--- src/rtl/core_pkg.sv ---
// core_pkg: shared types and constants for the rv32i front end.
//   RESET_PC_DEFAULT : default first fetch address after reset
//   if_state_e       : fetch controller states (BOOT, RUN, FLUSH)
//   fetch_entry_t    : one buffered instruction word with its PC
package core_pkg;

  localparam int          XLEN_DEFAULT     = 32;
  localparam logic [31:0] RESET_PC_DEFAULT = 32'h0000_0000;

  typedef enum logic [1:0] {
    BOOT  = 2'd0,
    RUN   = 2'd1,
    FLUSH = 2'd2
  } if_state_e;

  typedef struct packed {
    logic [XLEN_DEFAULT-1:0] instr;
    logic [XLEN_DEFAULT-1:0] pc;
  } fetch_entry_t;

endpackage

--- src/rtl/fetch_fifo.sv ---
// fetch_fifo: show-ahead synchronous FIFO with a synchronous flush.
//   clk, rst          : clock, asynchronous active-high reset
//   flush             : empties the FIFO; overrides push and pop that cycle
//   push, push_data   : write port
//   pop               : advance the head (ignored when empty)
//   head_data         : current head entry (valid when !empty)
//   count, empty      : occupancy
// DEPTH must be a power of two so the pointers wrap naturally.
module fetch_fifo #(
  parameter int WIDTH = 64,
  parameter int DEPTH = 4,
  localparam int AW = $clog2(DEPTH),
  localparam int CW = AW + 1
) (
  input  logic             clk,
  input  logic             rst,
  input  logic             flush,
  input  logic             push,
  input  logic [WIDTH-1:0] push_data,
  input  logic             pop,
  output logic [WIDTH-1:0] head_data,
  output logic [CW-1:0]    count,
  output logic             empty
);

  logic [WIDTH-1:0] mem [DEPTH];
  logic [AW-1:0]    wr_ptr_reg;
  logic [AW-1:0]    rd_ptr_reg;
  logic [CW-1:0]    count_reg;
  logic             full;
  logic             do_push;
  logic             do_pop;

  assign empty   = (count_reg == '0);
  assign full    = (count_reg == CW'(DEPTH));
  assign do_push = push && !full;
  assign do_pop  = pop && !empty;
  assign count   = count_reg;

  always_ff @(posedge clk or posedge rst) begin
    if (rst) begin
      wr_ptr_reg <= '0;
      rd_ptr_reg <= '0;
      count_reg  <= '0;
    end else if (flush) begin
      wr_ptr_reg <= '0;
      rd_ptr_reg <= '0;
      count_reg  <= '0;
    end else begin
      if (do_push) wr_ptr_reg <= wr_ptr_reg + AW'(1);
      if (do_pop)  rd_ptr_reg <= rd_ptr_reg + AW'(1);
      unique case ({do_push, do_pop})
        2'b10:   count_reg <= count_reg + CW'(1);
        2'b01:   count_reg <= count_reg - CW'(1);
        default: count_reg <= count_reg;
      endcase
    end
  end

  // Storage carries no reset; stale contents are never observed because
  // the head is only meaningful while the FIFO is non-empty.
  always_ff @(posedge clk) begin
    if (do_push && !flush) mem[wr_ptr_reg] <= push_data;
  end

  assign head_data = mem[rd_ptr_reg];

  // The fetch credit scheme guarantees space; a push into a full FIFO is a bug upstream.
  always_ff @(posedge clk) begin
    if (!rst && !flush) assert (!(push && full));
  end

endmodule

--- src/rtl/instruction_fetch.sv ---
// instruction_fetch: rv32i front end. Owns the PC, issues word reads to
// instruction memory, buffers returned words with their PC, and presents
// them to decode. Redirects flush buffered and in-flight fetches.
//   i_clk, i_rst                      : clock, asynchronous active-high reset
//   o_im_req_valid/i_im_req_ready     : memory request handshake
//   o_im_addr                         : word-aligned fetch address
//   i_im_rvalid/i_im_rdata            : in-order read response
//   i_redirect_valid/i_redirect_pc    : one-cycle redirect pulse and target
//   o_if_valid/i_if_ready             : decode handshake on the head entry
//   o_if_instr/o_if_pc                : head instruction and its PC
//   o_misaligned                      : one-cycle flag for a misaligned redirect target
module instruction_fetch
  import core_pkg::*;
#(
  parameter int              XLEN     = XLEN_DEFAULT,
  parameter logic [XLEN-1:0] RESET_PC = XLEN'(RESET_PC_DEFAULT),
  parameter int              DEPTH    = 4
) (
  input  logic            i_clk,
  input  logic            i_rst,
  output logic            o_im_req_valid,
  input  logic            i_im_req_ready,
  output logic [XLEN-1:0] o_im_addr,
  input  logic            i_im_rvalid,
  input  logic [XLEN-1:0] i_im_rdata,
  input  logic            i_redirect_valid,
  input  logic [XLEN-1:0] i_redirect_pc,
  output logic            o_if_valid,
  input  logic            i_if_ready,
  output logic [XLEN-1:0] o_if_instr,
  output logic [XLEN-1:0] o_if_pc,
  output logic            o_misaligned
);

  localparam int CW = $clog2(DEPTH) + 1;
  localparam int EW = $bits(fetch_entry_t);

  if_state_e       state_reg, state_next;
  logic [XLEN-1:0] pc_reg, pc_next;
  logic [CW-1:0]   outstanding_reg, outstanding_next;
  logic [CW-1:0]   drop_reg, drop_next;
  logic            misaligned_reg, misaligned_next;

  logic            req_fire;
  logic            rsp_keep;
  logic            pop_fire;
  logic [CW:0]     credit_used;
  logic [CW-1:0]   data_count;
  logic [CW-1:0]   tag_count;
  logic            data_empty;
  logic            tag_empty;
  logic [XLEN-1:0] tag_head;
  logic [EW-1:0]   head_bits;
  fetch_entry_t    push_entry;
  fetch_entry_t    head_entry;

  // Requests are throttled so every accepted request has a guaranteed buffer slot.
  assign credit_used    = {1'b0, outstanding_reg} + {1'b0, data_count};
  assign o_im_req_valid = (state_reg == RUN) && (credit_used < (CW+1)'(DEPTH));
  assign o_im_addr      = pc_reg;
  assign req_fire       = o_im_req_valid && i_im_req_ready;

  // A response is kept only when nothing stale is still in flight.
  assign rsp_keep = i_im_rvalid && (drop_reg == '0) && !tag_empty;

  assign o_if_valid = !data_empty;
  assign pop_fire   = o_if_valid && i_if_ready;
  assign head_entry = head_bits;
  assign o_if_instr = o_if_valid ? XLEN'(head_entry.instr) : '0;
  assign o_if_pc    = o_if_valid ? XLEN'(head_entry.pc) : '0;
  assign o_misaligned = misaligned_reg;

  always_comb begin
    push_entry       = '0;
    push_entry.instr = XLEN_DEFAULT'(i_im_rdata);
    push_entry.pc    = XLEN_DEFAULT'(tag_head);
  end

  // Address of every accepted request, paired with its in-order response.
  fetch_fifo #(.WIDTH(XLEN), .DEPTH(DEPTH)) u_tag_fifo (
    .clk       (i_clk),
    .rst       (i_rst),
    .flush     (i_redirect_valid),
    .push      (req_fire),
    .push_data (pc_reg),
    .pop       (rsp_keep),
    .head_data (tag_head),
    .count     (tag_count),
    .empty     (tag_empty)
  );

  fetch_fifo #(.WIDTH(EW), .DEPTH(DEPTH)) u_data_fifo (
    .clk       (i_clk),
    .rst       (i_rst),
    .flush     (i_redirect_valid),
    .push      (rsp_keep),
    .push_data (push_entry),
    .pop       (pop_fire),
    .head_data (head_bits),
    .count     (data_count),
    .empty     (data_empty)
  );

  always_comb begin
    outstanding_next = outstanding_reg;
    if (req_fire && !i_im_rvalid) begin
      outstanding_next = outstanding_reg + CW'(1);
    end else if (!req_fire && i_im_rvalid && (outstanding_reg != '0)) begin
      outstanding_next = outstanding_reg - CW'(1);
    end
  end

  always_comb begin
    state_next      = state_reg;
    pc_next         = pc_reg;
    drop_next       = drop_reg;
    misaligned_next = 1'b0;

    if (req_fire) pc_next = pc_reg + XLEN'(4);

    unique case (state_reg)
      BOOT:  state_next = RUN;
      RUN:   state_next = RUN;
      FLUSH: begin
        if (i_im_rvalid && (drop_reg != '0)) drop_next = drop_reg - CW'(1);
        if (drop_next == '0) state_next = RUN;
      end
      default: state_next = BOOT;
    endcase

    // Everything still in flight after this cycle belongs to the old stream.
    if (i_redirect_valid) begin
      pc_next         = {i_redirect_pc[XLEN-1:2], 2'b00};
      misaligned_next = |i_redirect_pc[1:0];
      drop_next       = outstanding_next;
      state_next      = (outstanding_next != '0) ? FLUSH : RUN;
    end
  end

  always_ff @(posedge i_clk or posedge i_rst) begin
    if (i_rst) begin
      state_reg <= BOOT;
    end else begin
      state_reg <= state_next;
    end
  end

  always_ff @(posedge i_clk or posedge i_rst) begin
    if (i_rst) begin
      pc_reg          <= RESET_PC;
      outstanding_reg <= '0;
      drop_reg        <= '0;
      misaligned_reg  <= 1'b0;
    end else begin
      pc_reg          <= pc_next;
      outstanding_reg <= outstanding_next;
      drop_reg        <= drop_next;
      misaligned_reg  <= misaligned_next;
    end
  end

  // Live tags exist only outside a flush, and then match the in-flight count.
  always_ff @(posedge i_clk) begin
    if (!i_rst) begin
      assert ((drop_reg != '0) ? (tag_count == '0) : (tag_count == outstanding_reg));
    end
  end

endmodule

--- config.mk ---
export PLATFORM = sky130hd
export DESIGN_NAME = instruction_fetch
export DESIGN_NICKNAME = d
export VERILOG_FILES = /design/src/rtl/core_pkg.sv /design/src/rtl/fetch_fifo.sv /design/src/rtl/instruction_fetch.sv
export SDC_FILE = /design/constraint.sdc
export NUM_CORES = 1
export LEC_CHECK = 0
export BUFFER_PORTS_ARGS = -buffer_cell sky130_fd_sc_hd__buf_2
export CAP_MARGIN = 10
export CELL_PAD_IN_SITES_DETAIL_PLACEMENT = 1
export CELL_PAD_IN_SITES_GLOBAL_PLACEMENT = 2
export CORE_AREA = 2 2 223 225
export CTS_CLUSTER_DIAMETER = 100
export DETAILED_ROUTE_END_ITERATION = 6
export DIE_AREA = 0 0 225 227
export GPL_ROUTABILITY_DRIVEN = 0
export PLACE_DENSITY_LB_ADDON = 0.3
export RECOVER_POWER = 100
export SYNTH_ARGS = -nofsm -noshare
export SYNTH_HDL_FRONTEND = slang
export SYNTH_SLANG_ARGS = --single-unit
export TNS_END_PERCENT = 50
--- constraint.sdc ---
create_clock -name i_clk -period 10.1 [get_ports i_clk]
set_clock_uncertainty 0.2 [all_clocks]
set_input_delay 1.01 -clock i_clk [delete_from_list [all_inputs] [get_ports i_clk]]
set_output_delay 1.01 -clock i_clk [all_outputs]
set_load 0.02 [all_outputs]
## Word-level counts from Yosys, hierarchy flattened

Memories as Yosys holds them, arrays and structs flattened.
Cells that the tools add are included.

- $add $sub $neg: 13
- Multiply operators: 0
- Divide/modulo/power cells: 0
- Order comparisons: 1
- Equality and inequality tests: 9
- Shift-type cells: 0
- Multiplexer cells: 31
- Bitwise logic cells: 0
- Reductions and logical operators: 40

Operators by type and width:

| kind | number |
|---|---|
| $mux W32 | 4 |
| $add A32 B3 Y32 const B | 1 |
| $mux W3 | 8 |
| $mux W2 | 11 |
| $logic_and A1 B1 Y1 | 15 |
| $reduce_bool A3 Y1 | 5 |
| $logic_not A3 Y1 | 4 |
| $pmux W3 S2 | 2 |
| $reduce_bool A2 Y1 | 6 |
| $sub A3 B1 Y3 const B | 4 |
| $add A3 B1 Y3 const B | 3 |
| $add A2 B1 Y2 const B | 4 |
| $logic_not A1 Y1 | 7 |
| $eq A2 B1 Y1 const B | 3 |
| $eq A2 B2 Y1 const B | 3 |
| $eq A3 B3 Y1 const B | 2 |
| $mux W1 | 5 |
| $add A3 B3 Y4 | 1 |
| $lt A4 B3 Y1 const B | 1 |
| $pmux W2 S2 | 1 |
| $reduce_or A2 Y1 | 2 |
| $ne A3 B3 Y1 const B | 1 |
| $logic_not A2 Y1 | 1 |

- Register bits: 55
- Latch bits: 0
- Memory bits (writable): 384
- Memory bits (read-only): 0
- Input bits: 70
- Output and inout bits: 99
- Memories: 2

Memory list:

| memory | depth | width | rd ports | clocked after memory_dff | write ports | line | source |
|---|---|---|---|---|---|---|---|
| u_data_fifo.mem | 4 | 64 | 1 | 0 | 1 | fetch_fifo.sv:26 | `logic [WIDTH-1:0] mem [DEPTH];` |
| u_tag_fifo.mem | 4 | 32 | 1 | 0 | 1 | fetch_fifo.sv:26 |  |

## Logic depth before layout (Yosys ltp)

- Word-level depth: 12
- Depth in mapped cells: 10
- Mapped depth without buffers: 10

## Cells and area by module

From an unflattened synthesis, not the netlist that was laid out.

- Cell total of the unflattened synthesis: 977
- Area total of the unflattened synthesis: 17,789.6 µm²

By module, submodules not included:

| module | times used | cells an instance | area each (µm²) |
|---|---|---|---|
| fetch_fifo (u_data_fifo) | 1 | 398 | 9,790.6 |
| fetch_fifo (u_tag_fifo) | 1 | 232 | 5,178.7 |
| instruction_fetch | 1 | 347 | 2,820.2 |

## Least setup slack after synthesis

No wires, ideal clock.

- Path kind: input to register
- Start: in i_im_rvalid
- End: mem u_data_fifo.mem[0][10], enable pin
- Library setup time: 0.427 ns
- Arrival: 3.101 ns
- Required time: 9.473 ns
- Slack: 6.372 ns
- Stages: 3
- Cells stage by stage: inv_1 -> a2111oi_4 -> and3_1

- Longest elaborated chain between the ends: 6

RTL lines:

| what | line | source |
|---|---|---|
| start, declared | instruction_fetch.sv:24 | `input logic i_im_rvalid,` |
| $logic_and A1 B1 Y1 (2 in series) | instruction_fetch.sv:64 | `assign rsp_keep = i_im_rvalid && (drop_reg == '0) && !tag_empty;` |
| $logic_and A1 B1 Y1 | fetch_fifo.sv:36 | `assign do_push = push && !full;` |
| $logic_and A1 B1 Y1 | fetch_fifo.sv:63 | `if (do_push && !flush) mem[wr_ptr_reg] <= push_data;` |
| $mux W1 | fetch_fifo.sv:63 |  |
| $mux W1 (not written as such) | fetch_fifo.sv:63 |  |
| end, declared | fetch_fifo.sv:26 |  |

No other way between the ends.

## Final worst setup path

- Start: in i_redirect_valid
- End: mem u_data_fifo.mem[3][44], enable pin

- Longest elaborated chain between the ends: 4

RTL lines:

| what | line | source |
|---|---|---|
| start, declared | instruction_fetch.sv:26 | `input logic i_redirect_valid,` |
| $logic_not A1 Y1 | fetch_fifo.sv:63 |  |
| $logic_and A1 B1 Y1 | fetch_fifo.sv:63 |  |
| $mux W1 | fetch_fifo.sv:63 |  |
| $mux W1 (not written as such) | fetch_fifo.sv:63 |  |

No other way between the ends.

==> impl_results.md <==
* Status: finished with violations
* Failing checks: capacitance limit, slew limit
* Reg2reg setup slack at ~4.4 ns
* Largest family of logic cells by synthesized area: multiplexers
* # IOs at 169
* Root Buffer Master: clkbuf_16
* Post-synthesis xor/xnor area fraction at about 2.1%
* Hold Path Depth at 2
* Number of flops mapped to enable cells by yosys at roughly 370
* Final Critical Period at 6.12 ns
* Asr flop ratio synth at about 13%
* Worst Min Path Start: drop_reg[0]
* Routed Antenna Nets at 0
* DRT iter0 DRCs at roughly 370
* Rel. slew slack at -120%
* Mapped Area at about 17000 µm²
* Pleak at about 6.5 nW
* Number of global-route vias before repair at 9443
* Power Density at between 200 and 250 nW/µm²
* RSZ-0062 raised after global routing: false
* TritonRoute pass-1 iters at 4
* Slew Limit Fails at 368
* Top reg by flops: u_data_fifo.mem
* CORE AREA at ~49000 µm²
* # setup viols final at 0
* Post-CTS resize count at 0
* Area Overhead vs Synth at 16.7%
* Internal power at between 3 and 4 mW
* Clock Latency Late Sink at between 0.5 and 0.6 ns
* Uppermost layer routed: met4
* Switching power at approximately 1.3 mW
* Global-route wire length before repair at approximately 57000 µm
* Die Height at between 200 and 250 µm
* DRC at 0
* Clock power frac at 36.1%
* Post-synth top area share at 65.4%
* Die Area at 51100 µm²
* Slowest library cell on the worst path: clkbuf_1
* H-tree depth at 2
* Via density at between 4 and 5
* Die W at around 230 µm
* Critical Path Max Stage Delay at between 2 and 2.5 ns
* CP cell instances: buf_2 -> clkbuf_1 -> inv_1 -> and3_1 -> buf_4
* Sw frac at between 20% and 30%
* # clock sinks at about 420
* Largest register FFs at ~250
* Routed met3 length at about 1700 µm
* Routed WL at 37200 µm
* Clk buf depth at 3
* Post-synthesis cell count at about 900
* Hold endpoint: drop_reg[0]
* Post-synthesis average cell area at roughly 19 µm²
* Initial antenna violation count at 0
* M1 WL at ~17000 µm
* Worst EP arrival at 6.17 ns
* Comb pwr share at between 10% and 20%
* Max Cap Viol at 10
* Worst vdd ir at 131 µV
* WL per Instance at 21.2 µm
* Sequential share of the synthesized area at between 70% and 80%
* Initial core utilization at a little over a third
* Launch point of the worst reg-to-reg path: drop_reg[0]
* F_max at 163 MHz
* Number of diodes at 0
* Ys flop type: edfxtp_1
* FP Rows at 81
* Compound-cell area share of the yosys netlist at between 1.5 and 2%
* Fin. Hold Viols at 0
* Fin Setup TNS at 0 ns
* Most area-consuming cells after synthesis: edfxtp_1 (65%), mux4_2 (12%), dfrtp_1 (7.8%), and2_1 (2.3%), xor2_1 (1.2%)
* GRT Residual Overflow at 0
* Slew @ Worst Pin at around 3.3 ns
* CP Launch Type: primary input
* Critical Path Sink Type: flop
* Crit-path max FO at 77
* Final Power at 4.60 mW
* Largest net degree at the start of global routing at 78
* Adder-cell share of the synthesized area at 1.42%
* Final hold slack at between 0.2 and 0.3 ns
* IO Port Bufs at 164
* Sequential power share at 44.7%
* Yosys reg bits at 421
* Synth Area in Simple Gates at around 7%
* Mux contribution to synthesized area at between 10% and 20%
* Period utilization at 60.6%
* Reg2reg end: u_data_fifo.mem[2][49]
* Gr usage total at between 10% and 20%
* Synthesis Warnings at 0
* Post-synth top area cell: edfxtp_1
* Via count at ~8600
* Worst hold path class: reg -> reg
* CTS tree: done
* Share of layout cells above drive strength 1 at between 20% and 30%
* Reg2Reg Depth at 6
* Hold Buf Count CTS at 0
* Detail Placement HPWL at roughly 22000 µm
* WS Path Type: in -> reg
* Met2 WL at 18100 µm
* Synth unique cells at between 50 and 60
* Final #Nets at around 1200
* Inserted Clock Buffers at 47
* Setup Buffers After CTS at 0
* CTS clk-pin slew, worst paths at approximately 0.060 ns
* CP required at slightly above 10 ns
==> per-stage QoR <==
step                      cells  worst slack (ns)  util, %  area (µm²)
final                      1749              3.98     40.6       19700
after global routing       1749              3.24     40.6       19700
after CTS                  1749              5.60     41.1       19900
after detailed placement   1662              6.19     38.0       18400
after global placement     1662              6.22     38.0       18400
after floorplan             906              6.37        -       16900
==> power by group through the flow <==
stage	combinational [mW]	sequential (mW)	clock, mW
after global placement	0.932	2.09	0
final	0.885	2.05	1.66
after global routing	0.981	2.07	1.77
after floorplan	0.664	2.05	0
after detailed placement	0.943	2.09	0
after CTS	0.945	2.06	1.71
==> worst max-delay path, delay by kind of cell <==
| family | cells | cell delay (ns) |
|---|---|---|
| buf+inv | 4 | 4.07 |
| simple gates | 1 | 1.04 |
==> synthesized netlist by cell type (5+ instances only) <==
| cell type | count |
|---|---|
| mux2i_1 | 6 |
| nand4_1 | 7 |
| buf_2 | 8 |
| mux4_2 | 92 |
| edfxtp_1 | 368 |
| nand3_1 | 19 |
| o21ai_0 | 29 |
| and3_1 | 11 |
| and2_1 | 63 |
| inv_1 | 17 |
| clkbuf_1 | 24 |
| buf_4 | 5 |
| or3_1 | 5 |
| nor2_1 | 29 |
| ha_1 | 16 |
| nand2_1 | 51 |
| nor3_1 | 5 |
| dfrtp_1 | 53 |
| xnor2_1 | 18 |
| a21oi_1 | 9 |
| xor2_1 | 23 |
==> layer usage <==
metal,track usage (%),vias to the layer above
li1,-,3896
met1,19.6,4453
met2,24.9,173
met3,3.33,48
met4,3.76,0
met5,0,-
==> kinds of logic after synthesis <==
family | count (synthesis)
AO/OA/AOI/OAI | 52
adder cells (fa/ha/maj) | 18
AND/OR/NAND/NOR | 211
buffers and inverters | 60
flip-flops | 421
XOR/XNOR | 41
other | 1
multiplexers | 99
==> how the worst max path moves through the flow <==
stage          slack, ns                     end                 startpoint
3_3_place_gp        6.22             o_if_pc[18]  u_data_fifo.rd_ptr_reg[0]
2_1_floorplan       6.37  u_data_fifo.mem[0][10]                i_im_rvalid
6_report            3.98  u_data_fifo.mem[3][44]           i_redirect_valid
4_1_cts             5.60             o_if_pc[19]  u_data_fifo.rd_ptr_reg[0]
5_1_grt             3.24  u_data_fifo.mem[3][44]           i_redirect_valid
3_5_place_dp        6.19  u_data_fifo.mem[2][36]           i_redirect_valid
==> layout by cell type, fill, tap and decap left out, types with 3 or more instances in the layout <==
| cell | Yosys | layout |
|---|---|---|
| clkinv_2 | 0 | 10 |
| clkbuf_1 | 24 | 109 |
| and2_0 | 0 | 40 |
| buf_4 | 5 | 5 |
| o21ai_0 | 29 | 30 |
| nor4_1 | 1 | 3 |
| clkinvlp_4 | 0 | 4 |
| or3_1 | 5 | 4 |
| clkbuf_16 | 0 | 49 |
| and3_1 | 11 | 9 |
| clkinv_1 | 0 | 3 |
| ha_1 | 16 | 16 |
| mux2i_1 | 6 | 6 |
| xnor2_1 | 18 | 18 |
| edfxtp_1 | 368 | 368 |
| nor2_1 | 29 | 29 |
| dfrtp_1 | 53 | 49 |
| inv_1 | 17 | 17 |
| xor2_1 | 23 | 23 |
| and2_1 | 63 | 23 |
| conb_1 | 1 | 4 |
| and4_1 | 2 | 3 |
| clkbuf_8 | 2 | 3 |
| bufinv_16 | 0 | 3 |
| buf_2 | 8 | 77 |
| nand3_1 | 19 | 19 |
| a21oi_1 | 9 | 9 |
| mux4_2 | 92 | 92 |
| nand4_1 | 7 | 8 |
| nand2_1 | 51 | 51 |
| nor3_1 | 5 | 5 |
==> area by class of cell <==
type | count | area, µm²
clock buffer | 66 | 1320
inverter | 17 | 63.8
timing repair buffer | 177 | 779
sequential | 421 | 12400
clock inverter | 21 | 190
multi-input combinational | 425 | 4200
tap | 622 | 778
fill | 4762 | 28800
No activity file was read; power rests on OpenSTA's default activity.
